`src/rtl/sipo_rx_frame_ctrl.sv`:
```
`default_nettype none
// ============================================================================
// Module      : sipo_rx_frame_ctrl
// Description : Serial-frame receive controller sequencing an external
//               clock-enabled SIPO; start/parity/stop checks, valid/ready out.
// Revision    : 1.0 - initial release
// ============================================================================
module sipo_rx_frame_ctrl #(
  parameter int WIDTH        = 4,
  parameter int CLKS_PER_BIT = 16,
  parameter int PARITY_EN    = 0,
  parameter int PARITY_ODD   = 0
) (
  input  logic             Clock,
  input  logic             Clear,
  input  logic             Sin,
  input  logic [WIDTH-1:0] Par_In,
  input  logic             Data_Ready,
  output logic             Ser_Out,
  output logic             Shift_En,
  output logic [WIDTH-1:0] Data_Out,
  output logic             Data_Valid,
  output logic             Frame_Err,
  output logic             Parity_Err,
  output logic             Overrun,
  output logic             Busy
);

  localparam int c_CNT_W = $clog2(CLKS_PER_BIT);
  localparam int c_IDX_W = $clog2(WIDTH + 1);
  localparam logic [c_CNT_W-1:0] c_HALF_LIM = c_CNT_W'(CLKS_PER_BIT / 2 - 1);
  localparam logic [c_CNT_W-1:0] c_FULL_LIM = c_CNT_W'(CLKS_PER_BIT - 1);
  localparam logic [c_IDX_W-1:0] c_LAST_IDX = c_IDX_W'(WIDTH - 1);
  localparam logic               c_ODD      = (PARITY_ODD != 0);

  typedef enum logic [2:0] {
    S_IDLE   = 3'd0,
    S_START  = 3'd1,
    S_DATA   = 3'd2,
    S_PARITY = 3'd3,
    S_STOP   = 3'd4
  } state_t;

  state_t               r_state;
  state_t               w_next_state;
  logic [c_CNT_W-1:0]   r_baud_cnt;
  logic [c_IDX_W-1:0]   r_bit_idx;
  logic                 r_sync1;
  logic                 r_sync2;
  logic                 r_parity_bad;
  logic                 r_overrun;
  logic                 w_shift;
  logic                 w_stop_sample;
  logic                 w_cnt_clr;

  always_ff @(posedge Clock or posedge Clear) begin
    if (Clear) begin
      r_sync1 <= 1'b1;
      r_sync2 <= 1'b1;
    end else begin
      r_sync1 <= Sin;
      r_sync2 <= r_sync1;
    end
  end

  always_ff @(posedge Clock or posedge Clear) begin
    if (Clear) r_state <= S_IDLE;
    else       r_state <= w_next_state;
  end

  always_comb begin
    w_next_state  = r_state;
    w_shift       = 1'b0;
    w_stop_sample = 1'b0;
    case (r_state)
      S_IDLE:   if (!r_sync2) w_next_state = S_START;
      S_START:  if (r_baud_cnt == c_HALF_LIM)
                  w_next_state = r_sync2 ? S_IDLE : S_DATA;
      S_DATA:   if (r_baud_cnt == c_FULL_LIM) begin
                  w_shift = 1'b1;
                  if (r_bit_idx == c_LAST_IDX)
                    w_next_state = (PARITY_EN != 0) ? S_PARITY : S_STOP;
                end
      S_PARITY: if (r_baud_cnt == c_FULL_LIM) w_next_state = S_STOP;
      S_STOP:   if (r_baud_cnt == c_FULL_LIM) begin
                  w_stop_sample = 1'b1;
                  w_next_state  = S_IDLE;
                end
      default:  w_next_state = S_IDLE;
    endcase
  end

  // Divider restarts on any state change and after each data sample.
  assign w_cnt_clr = (w_next_state != r_state) || w_shift;

  always_ff @(posedge Clock or posedge Clear) begin
    if (Clear) begin
      r_baud_cnt   <= '0;
      r_bit_idx    <= '0;
      r_parity_bad <= 1'b0;
    end else begin
      if (w_cnt_clr || r_state == S_IDLE) r_baud_cnt <= '0;
      else                                 r_baud_cnt <= r_baud_cnt + 1'b1;

      if (r_state == S_START) r_bit_idx <= '0;
      else if (w_shift)       r_bit_idx <= r_bit_idx + 1'b1;

      if (r_state == S_START)
        r_parity_bad <= 1'b0;
      else if (r_state == S_PARITY && r_baud_cnt == c_FULL_LIM)
        r_parity_bad <= (^Par_In) ^ r_sync2 ^ c_ODD;
    end
  end

  // A completed word is dropped only when the previous one is still held.
  always_ff @(posedge Clock or posedge Clear) begin
    if (Clear) begin
      Data_Out   <= '0;
      Data_Valid <= 1'b0;
      Frame_Err  <= 1'b0;
      Parity_Err <= 1'b0;
      r_overrun  <= 1'b0;
    end else begin
      r_overrun <= 1'b0;
      if (w_stop_sample) begin
        if (!Data_Valid || Data_Ready) begin
          Data_Out   <= Par_In;
          Data_Valid <= 1'b1;
          Frame_Err  <= ~r_sync2;
          Parity_Err <= r_parity_bad;
        end else begin
          r_overrun <= 1'b1;
        end
      end else if (Data_Valid && Data_Ready) begin
        Data_Valid <= 1'b0;
      end
    end
  end

  assign Ser_Out  = r_sync2;
  assign Shift_En = w_shift;
  assign Overrun  = r_overrun;
  assign Busy     = (r_state != S_IDLE);

endmodule
`default_nettype wire

```
`config.mk`:
```
export PLATFORM = sky130hd
export DESIGN_NAME = sipo_rx_frame_ctrl
export DESIGN_NICKNAME = d
export VERILOG_FILES = /design/src/rtl/sipo_rx_frame_ctrl.sv
export SDC_FILE = /design/constraint.sdc
export NUM_CORES = 1
export LEC_CHECK = 0
export ABC_AREA = 1
export CAP_MARGIN = 10
export CORE_ASPECT_RATIO = 1.5
export CORE_MARGIN = 4
export CORE_UTILIZATION = 50
export DETAILED_ROUTE_END_ITERATION = 8
export PLACE_DENSITY = 0.77
export SYNTH_ARGS = -nofsm -noshare
export SYNTH_HDL_FRONTEND = slang
export SYNTH_SLANG_ARGS = --single-unit
export TNS_END_PERCENT = 50
```
`constraint.sdc`:
```
create_clock -name Clock -period 1.93 [get_ports Clock]
set_input_delay 0.579 -clock Clock [delete_from_list [all_inputs] [get_ports Clock]]
set_output_delay 0.579 -clock Clock [all_outputs]
set_load 0.1 [all_outputs]
```
==> results of run 1 <==
[synthesized netlist by cell type (all sizes together)]
cell	number	area, um^2
dfrtp	19	475.5
dfstp	2	52.55
a31oi	1	6.260
nor2	10	52.55
nor3	4	20.02
o41ai	1	8.760
o21ai	6	30.02
nand2	18	75.07
o21a	1	7.510
nand3b	1	7.510
xor2	3	26.28
o221ai	1	8.760
mux2	4	60.06
ha	3	37.54
inv	13	48.80
a21oi	2	10.01
o22ai	1	6.260
xnor2	2	17.52
o2111ai	1	8.760
nand3	8	52.55
or2	1	6.260
[worst max-delay path: stages (launching register included)]
cell,delay [ps]
dfrtp_1,410
ha_4,180
nand3_4,100
nor2_4,160
buf_12,180
[layer usage]
layer  global-route usage [%]  up-vias  part of all wire, %
met5                        0        -                    0
met1                    18.35      373                   38
li1                         -      399                    -
met4                    7.692        0                 0.69
met2                    27.88       25                   56
met3                    3.134        2                  5.3
[state kept, by name (all words and copies together) (netlist names), 3 cells and up]
signal / cells
r_bit_idx: 3
r_baud_cnt: 4
Data_Out: 4
r_state: 3
[cell families (layout without fill, tap and decap cells)]
| kind of cell | Yosys count | count (layout) | share of synthesized area (%) |
|---|---|---|---|
| multiplexers | 4 | 4 | 5.897 |
| buffers and inverters | 13 | 42 | 4.791 |
| AND/OR/NAND/NOR | 42 | 42 | 21.01 |
| XOR/XNOR | 5 | 5 | 4.301 |
| flip-flops | 21 | 21 | 51.84 |
| AO/OA/AOI/OAI | 14 | 14 | 8.477 |
| adder cells (fa/ha/maj) | 3 | 3 | 3.686 |
[cell type report]
type | count | area share (%)
clock buffers | 3 | 1.558
multi-input cells | 68 | 32.64
well taps | 21 | 1.818
flip-flops and latches | 21 | 36.54
clock inverters | 1 | 0.3463
repair buffers | 25 | 23.72
inverters | 13 | 3.377
[timing repair]
item,CTS,global route
resized for setup,4,2
setup buffers,4,2
endpoints found under the hold margin,0,0
hold buffers,0,0
setup endpoints to repair,1,2
pin swaps,2,2
[power breakdown]
group	leakage, nW	internal [mW]	switching (mW)
Clock	0.0177	0.0771	0.130
Combinational	0.378	0.184	0.275
Sequential	0.281	0.483	0.0478
[layout by cell type (no fill, tap or decap), types with 5 or more instances in the layout]
master	n
buf_12	11
clkdlybuf4s50_1	7
nor2_1	7
inv_1	11
nand2_1	17
o21ai_0	5
nand3_1	5
dfrtp_1	19
buf_4	7
[worst paths after layout]
kind,from,endpoint,slack [ps],cells after the start
hold reg to reg,r_sync1$_DFF_PP1_,Ser_Out$_DFF_PP1_,370,0
hold / removal,r_sync1$_DFF_PP1_,Ser_Out$_DFF_PP1_,370,0
setup reg to reg,r_baud_cnt[0]$_DFF_PP0_,Parity_Err$_DFFE_PP0P_,430,6
setup / recovery,r_baud_cnt[0]$_DFF_PP0_,Shift_En,20,4
max in group asynchronous,Clear,r_sync1$_DFF_PP1_,1070,3
min in group asynchronous,Clear,Parity_Err$_DFFE_PP0P_,590,3
[per-stage QoR]
step / instance area (um^2) / setup slack [ps] / power [mW]
after floorplan: 1026 / -3.927 / 0.8003
after global routing: 1445 / -39.94 / 1.260
after detailed placement: 1350 / 168.1 / 0.9253
final: 1445 / 19.14 / 1.197
after CTS: 1425 / 0.3512 / 1.193
after global placement: 1350 / 201.4 / 0.9065
==> results.ini, run 1 <==
[run_status]
status=finished, final reports clean

[sta]
slew_violations=0
finalCritPeriodShare_pct=99.01
fmax_mhz=523.3
tightest_slew_ps=267.8
timing.setup.tns_ps=0
setup_viol=0
slew_headroom_pct=82.15
hold_ws_ps=367.0
grt_setup_unrepaired=yes
finalCriticalPeriod_ps=1911
hold_violations=0
skew_ps=4.139

[drt]
vias_per_cell=5.257
dr.first_iter.drc_count=14
wl_um=2028
vias=799
wire_per_inst_um=13.34
ant_nets=0
drtPass1Iterations=4
drt_drc_violations_left=0

[final_layout]
syn_to_final_growth_pct=41.89
diodes=0
fin_nets=143
num-fill-cells=116
post-route-util_pct=76.95
drive_above_1_share_pct=29.01
instances_no_fill=152
multi_input_area_um2=471.7
regArea_um2=528.0

[synthesis]
synthCells=102
synth_nets=113
seq_area_frac_synth_pct=51.84
ys_warn_count=0
syn_avg_cell_area_um2=9.985
ys_ff_latch=21
ys_types=25
syn_area_um2=1018

[cts]
cts_tree=done
clk_latency_ps=300
htree_levels=1
clockBufferDepth=2
root_buffer=clkbuf_4
clock-sinks=21
cts_made_buffers=3
path_clk_slew_ps=110

[floorplanning]
die_w_um=44.85
io_pins=19
core_region_area_um2=1878
initial_core_util_pct=54.23
rows=19
die_y_um=63.28
dieArea_um2=2838

[power]
ir_drop_mv=0.4818
p_per_area_nw_per_um2=828.1
leakagePower_nw=0.6766

[critical_path]
crit_type=reg -> out
critPathArrivalTime_ps=1330
cp-end-kind=output pin
crit_fanout=4
start_kind=flop
required_ps=1350

[place]
portBuffers=18
hpwl_um=1536
place_inst=142
place_congestion=0.8165

[global_route]
grt_max_degree=22
grt_util_all_layers_pct=16.21
grt-ovfl-total=0
antenna_found_initial=0
grt_pass1_vias=844
grt_pass1_wl_um=3512

[worst_hold_path]
min_path_type=reg -> reg

[job]
max_cap_viol_count=0

No activity file was read; power rests on OpenSTA's default activity.
==> run 2: changes to the inputs <==
Settings changed: CAP_MARGIN 10 to not set, CORE_MARGIN 4 to not set.
==> results.ini, run 2 (synthesis gave the netlist of run 1 again) <==
[sta]
slew_violations=0  ; unchanged
skew_ps=1.608  ; -2.531 ps
setup_viol=0  ; unchanged
fmax_mhz=526.7  ; +0.64%
grt_setup_unrepaired=yes
timing.setup.tns_ps=0  ; unchanged
finalCriticalPeriod_ps=1899  ; -12.07 ps
hold_violations=0  ; unchanged
slew_headroom_pct=76.58  ; -5.6 points
finalCritPeriodShare_pct=98.38  ; -0.63 points
fin_ws_ps=31.22  ; +12.07 ps
tightest_slew_ps=346.8  ; +79.03 ps

[final_layout]
multi_input_area_um2=479.2  ; +1.6%
top_regs=Data_Out x4, r_baud_cnt x4
syn_to_final_growth_pct=41.89  ; unchanged
drive_above_1_share_pct=28.46  ; -0.55 points
regArea_um2=528.0  ; unchanged
final_common_cell=dfrtp_1
fin_nets=142  ; -0.70%
post-route-util_pct=76.95  ; unchanged
num-fill-cells=117  ; +0.86%
diodes=0  ; unchanged
final_cell_mix=dfrtp_1, nand2_1, inv_1, buf_12

[cts]
cts_tree=done
clk_latency_ps=300  ; about the same
cts_hold_buf=0  ; unchanged
htree_levels=1  ; unchanged
clock-sinks=21  ; unchanged
cts_made_buffers=3  ; unchanged
path_clk_slew_ps=120  ; about the same
root_buffer=clkbuf_4
clockBufferDepth=2  ; unchanged

[floorplanning]
die_y_um=57.28  ; -9.5%
die_w_um=38.85  ; -13%
initial_core_util_pct=54.23  ; unchanged
io_pins=19  ; unchanged
dieArea_um2=2225  ; -22%
core_region_area_um2=1878  ; unchanged
rows=19  ; unchanged

[power]
leakagePower_nw=0.6731  ; -0.51%
finalPower_mw=1.196  ; about the same
p_per_area_nw_per_um2=827.8  ; about the same
ir_drop_mv=0.5700  ; +18%

[global_route]
grt_pass1_vias=793  ; -6.0%
antenna_found_initial=0  ; unchanged
grt-ovfl-total=0  ; unchanged
grt_pass1_wl_um=3339  ; -4.9%
grt_util_all_layers_pct=20.45  ; +4.2 points
grt_max_degree=22  ; unchanged

[critical_path]
crit_type=reg -> out
cp-end-kind=output pin
worstSetupStartpoint=r_baud_cnt[1]$_DFF_PP0_
r2r_start=r_baud_cnt[1]$_DFF_PP0_
r2r_slack_ps=380  ; -50 ps
required_ps=1350  ; about the same
start_kind=flop
crit_fanout=5  ; +1
critPathArrivalTime_ps=1320  ; about the same

[drt]
ant_nets=0  ; unchanged
drt_drc_violations_left=0  ; unchanged
wire_per_inst_um=12.58  ; -5.7%
drtPass1Iterations=4  ; unchanged
vias=815  ; +2.0%
vias_per_cell=5.397  ; +2.7%
wl_um=1899  ; -6.4%
dr.first_iter.drc_count=12  ; -2

[place]
hpwl_um=1407  ; -8.4%
dp_slack_ps=173.1  ; +5.014 ps
portBuffers=18  ; unchanged
place_congestion=0.7755  ; -5.0%

[job]
max_cap_viol_count=0  ; unchanged

[run_status]
status=finished, final reports clean

[worst_hold_path]
min-delay-start=r_sync1$_DFF_PP1_
min_path_type=reg -> reg

-- run 2: final cells by class --
cell class | count | area share, %
timing repair buffer | 24 | 23.20
clock buffer | 3 | 1.558
sequential | 21 | 36.54
multi-input combinational | 68 | 33.16
clock inverter | 1 | 0.3463
inverter | 13 | 3.377
tap | 21 | 1.818
-- run 2: final timing paths --
kind,to,cells past startpoint
hold / removal,Ser_Out$_DFF_PP1_,0
max in group asynchronous,Ser_Out$_DFF_PP1_,3
min in group asynchronous,Frame_Err$_DFFE_PP0P_,3
setup / recovery,Shift_En,4
hold reg to reg,Ser_Out$_DFF_PP1_,0
setup reg to reg,r_baud_cnt[3]$_DFF_PP0_,9
-- run 2: per-layer routing --
layer	share of wire, %	global-route usage [%]
met1	43	28.00
met2	51	31.90
met3	3.9	3.113
met4	2.2	8.374
met5	0	0
-- run 2: through the flow --
step	area, um^2	instances	hold WS (ps)
finish	1445	151	365.9
detailed placement	1350	142	351.0
CTS	1418	149	368.1
global placement	1350	142	351.8
floorplan	1026	102	345.2
global route	1445	151	368.9
-- run 2: worst max-delay path: stages (launching register included) --
cell,delay (ps)
dfrtp_1,410
ha_4,160
nand3_4,90
nor2_4,160
buf_12,180
-- run 2: timing repair --
action | 4_1_cts | 5_1_grt
pin swaps | 1 | 2
buffers inserted | 3 | 2
resized for setup | 4 | 3
setup endpoints to repair | 1 | 2
-- run 2: where the power goes --
group / leakage [nW] / internal, mW / switching (mW)
Sequential: 0.281 / 0.483 / 0.0486
Combinational: 0.375 / 0.178 / 0.275
Clock: 0.0177 / 0.0773 / 0.134
==> run 3: changes to the inputs <==
Settings changed: ABC_AREA 1 to not set, CORE_ASPECT_RATIO 1.5 to 0.7, CORE_MARGIN set to 1.5, CORE_UTILIZATION 50 to 51.
==> results.ini, run 3 <==
[run_status]
status=finished with violations
violations=setup timing

[drt]
dr.first_iter.drc_count=40  ; +28
wire_per_inst_um=17.35  ; +38%
vias_per_cell=5.866  ; +8.7%
wl_um=2585  ; +36%
vias=874  ; +7.2%
drtPass1Iterations=4  ; unchanged
drt_drc_violations_left=0  ; unchanged
ant_nets=0  ; unchanged

[cts]
cts_tree=done
clk_latency_ps=310  ; about the same
cts_hold_buf=0  ; unchanged
clock-sinks=21  ; unchanged
cts_made_buffers=3  ; unchanged
path_clk_slew_ps=120  ; about the same
root_buffer=clkbuf_4
htree_levels=1  ; unchanged
clockBufferDepth=2  ; unchanged

[synthesis]
synth_top_area_cell=dfrtp_1
synthCells=102  ; unchanged
synth_edf_count=0  ; unchanged
synth_top_area_share_pct=42.70  ; -4.0 points
postSynth.asyncResetShare_pct=100.0  ; unchanged
ys_top_cells_by_count=dfrtp_1, o21ai_0
synthTopCellsByArea=dfrtp_1, mux2_2, dfstp_2
syn_area_um2=1114  ; +9.3%
seq_area_frac_synth_pct=47.42  ; -4.4 points
synth_nets=113  ; unchanged
ys_warn_count=0  ; unchanged
syn_avg_cell_area_um2=10.92  ; +9.3%
ys_types=38  ; +52%
ys_ff_latch=21  ; unchanged
ys.flop_type=dfrtp_1
yosysMostFrequentCell=dfrtp_1

[critical_path]
crit_path_cell_trace=ha_2 > and3_4 > nand2_4 > nor2_4 > buf_12
crit_fanout=2  ; -3
r2r_start=r_baud_cnt[0]$_DFF_PP0_
crit_type=reg -> out
critPathArrivalTime_ps=1420  ; +100 ps
start_kind=flop
crit_slowest_cell=dfrtp_1
worstSetupStartpoint=r_baud_cnt[0]$_DFF_PP0_
worst-path-buf-inv=1  ; unchanged
cpLargestDelayFamily=flip-flops
r2r_slack_ps=400  ; +20 ps
max_stage_delay_ps=390  ; -20 ps
worstReg2RegEnd=Data_Out[0]$_DFFE_PP0P_
cp-end-kind=output pin
reg2reg_depth=5  ; -4
required_ps=1350  ; about the same

[place]
hpwl_um=1893  ; +35%
portBuffers=18  ; unchanged
place_congestion=0.7627  ; -1.7%
placed_area_um2=1464  ; +8.4%

[power]
ir_drop_mv=0.6113  ; +7.3%
p_switching_mw=0.5918  ; +29%
clock_power_share_pct=14.4  ; -3.3 points
p_int_mw=0.9040  ; +22%
p_seq_share_pct=38.5  ; -5.9 points
swShare_pct=39.56  ; +1.3 points
p_per_area_nw_per_um2=981.6  ; +19%
pwr-share-comb_pct=47.1  ; +9.2 points
leakagePower_nw=0.6971  ; +3.6%
finalPower_mw=1.496  ; +25%

[worst_hold_path]
min_path_cells=0  ; unchanged
hold_end=Ser_Out$_DFF_PP1_
min_path_type=reg -> reg
min-delay-start=r_sync1$_DFF_PP1_

[sta]
skew_ps=8.540  ; +6.932 ps
slew_violations=0  ; unchanged
finalCritPeriodShare_pct=103.6  ; +5.2 points
grt_setup_unrepaired=yes
fin_ws_ps=-69.64  ; -100.9 ps
fmax_mhz=500.1  ; -5.0%
finalCriticalPeriod_ps=2000  ; +100.9 ps
tightest_slew_ps=312.8  ; -34.03 ps
setup_viol=1  ; +1
hold_violations=0  ; unchanged
slew_headroom_pct=78.88  ; +2.3 points

[final_layout]
final_cell_mix=dfrtp_1, buf_12, buf_4
finalInstanceArea_um2=1524  ; +5.5%
syn_to_final_growth_pct=36.85
diodes=0  ; unchanged
num-fill-cells=114  ; -2.6%
final_common_cell=dfrtp_1
fin_nets=139  ; -2.1%
drive_above_1_share_pct=32.28  ; +3.8 points
top_regs=Data_Out x4, r_baud_cnt x4

[global_route]
grt-ovfl-total=0  ; unchanged
grt_pass1_wl_um=4395  ; +32%
grt_max_degree=22  ; unchanged
grt_util_all_layers_pct=23.98  ; +3.5 points
antenna_found_initial=0  ; unchanged
grt_pass1_vias=888  ; +12%

[job]
max_cap_viol_count=0  ; unchanged

[floorplanning]
rows=13  ; -6
dieArea_um2=2477  ; +11%
die_w_um=58.85  ; +51%
core_region_area_um2=1952  ; +3.9%
die_y_um=42.10  ; -27%
io_pins=19  ; unchanged
initial_core_util_pct=57.05  ; +2.8 points

run 3: metrics by stage:
stage               worst slack, ps  TNS, ps  utilization, %  hold WS [ps]  instances
global placement              124.8        0           75.00         347.9        143
finish                       -69.64   -69.64           78.08         365.4        149
detailed placement            66.27        0           75.00         348.5        143
CTS                          -71.63   -71.63           78.01         366.1        149
floorplan                    -112.2   -112.2               -         345.2        102
global route                 -126.0   -152.4           78.08         367.4        149
run 3: kinds of logic (layout without fill, tap and decap cells):
kind of cell | after synthesis | after routing | share of synthesized area, %
adders and majority gates | 3 | 3 | 3.371
DFF | 21 | 21 | 47.42
AOI/OAI and AO/OA | 25 | 25 | 14.49
buffers and inverters | 13 | 38 | 5.730
muxes | 8 | 8 | 7.753
xor gates and xnor gates | 4 | 4 | 4.382
and+or+nand+nor | 28 | 28 | 16.85
run 3: layer usage:
layer  GRT usage (%)  wire (um)
met1           32.54       1189
met4           5.000         28
met5               0          0
met3           7.716        117
met2           37.56       1249
run 3: worst max path at each step:
stage	endpoint	cells after the start
after global routing	Shift_En	5
after detailed placement	Data_Out[0]$_DFFE_PP0P_	4
after CTS	Shift_En	5
final	Shift_En	5
after global placement	r_parity_bad$_DFFE_PP0P_	4
after floorplan	Shift_En	6
run 3: power by group through the flow:
stage | Clock, mW | Sequential, mW | Combinational, mW
after floorplan | 0 | 0.573 | 0.442
after global placement | 0 | 0.572 | 0.622
after detailed placement | 0 | 0.577 | 0.657
after CTS | 0.217 | 0.571 | 0.696
after global routing | 0.231 | 0.584 | 0.755
final | 0.215 | 0.577 | 0.705
run 3: area by class of cell:
| cell class | count | area, um^2 | share of cell area (%) |
|---|---|---|---|
| clock buffer | 4 | 26.28 | 1.724 |
| inverter | 5 | 18.77 | 1.232 |
| multi-input combinational | 68 | 549.3 | 36.04 |
| tap | 22 | 27.53 | 1.806 |
| sequential | 21 | 529.3 | 34.73 |
| timing repair buffer | 29 | 372.9 | 24.47 |
run 3: timing repair:
| item | in CTS | in global routing |
|---|---|---|
| endpoints found under the hold margin | 0 | 0 |
| setup endpoints to repair | 2 | 2 |
| setup buffers | 2 | 0 |
| resized for setup | 4 | 1 |
| pin swaps | 2 | 0 |
run 3: worst register-to-register path: stages (launching register included):
cell and delay [ps]:
dfrtp_1 420, ha_2 190, and3_4 160, buf_4 160, nand4_4 140, mux2_2 360
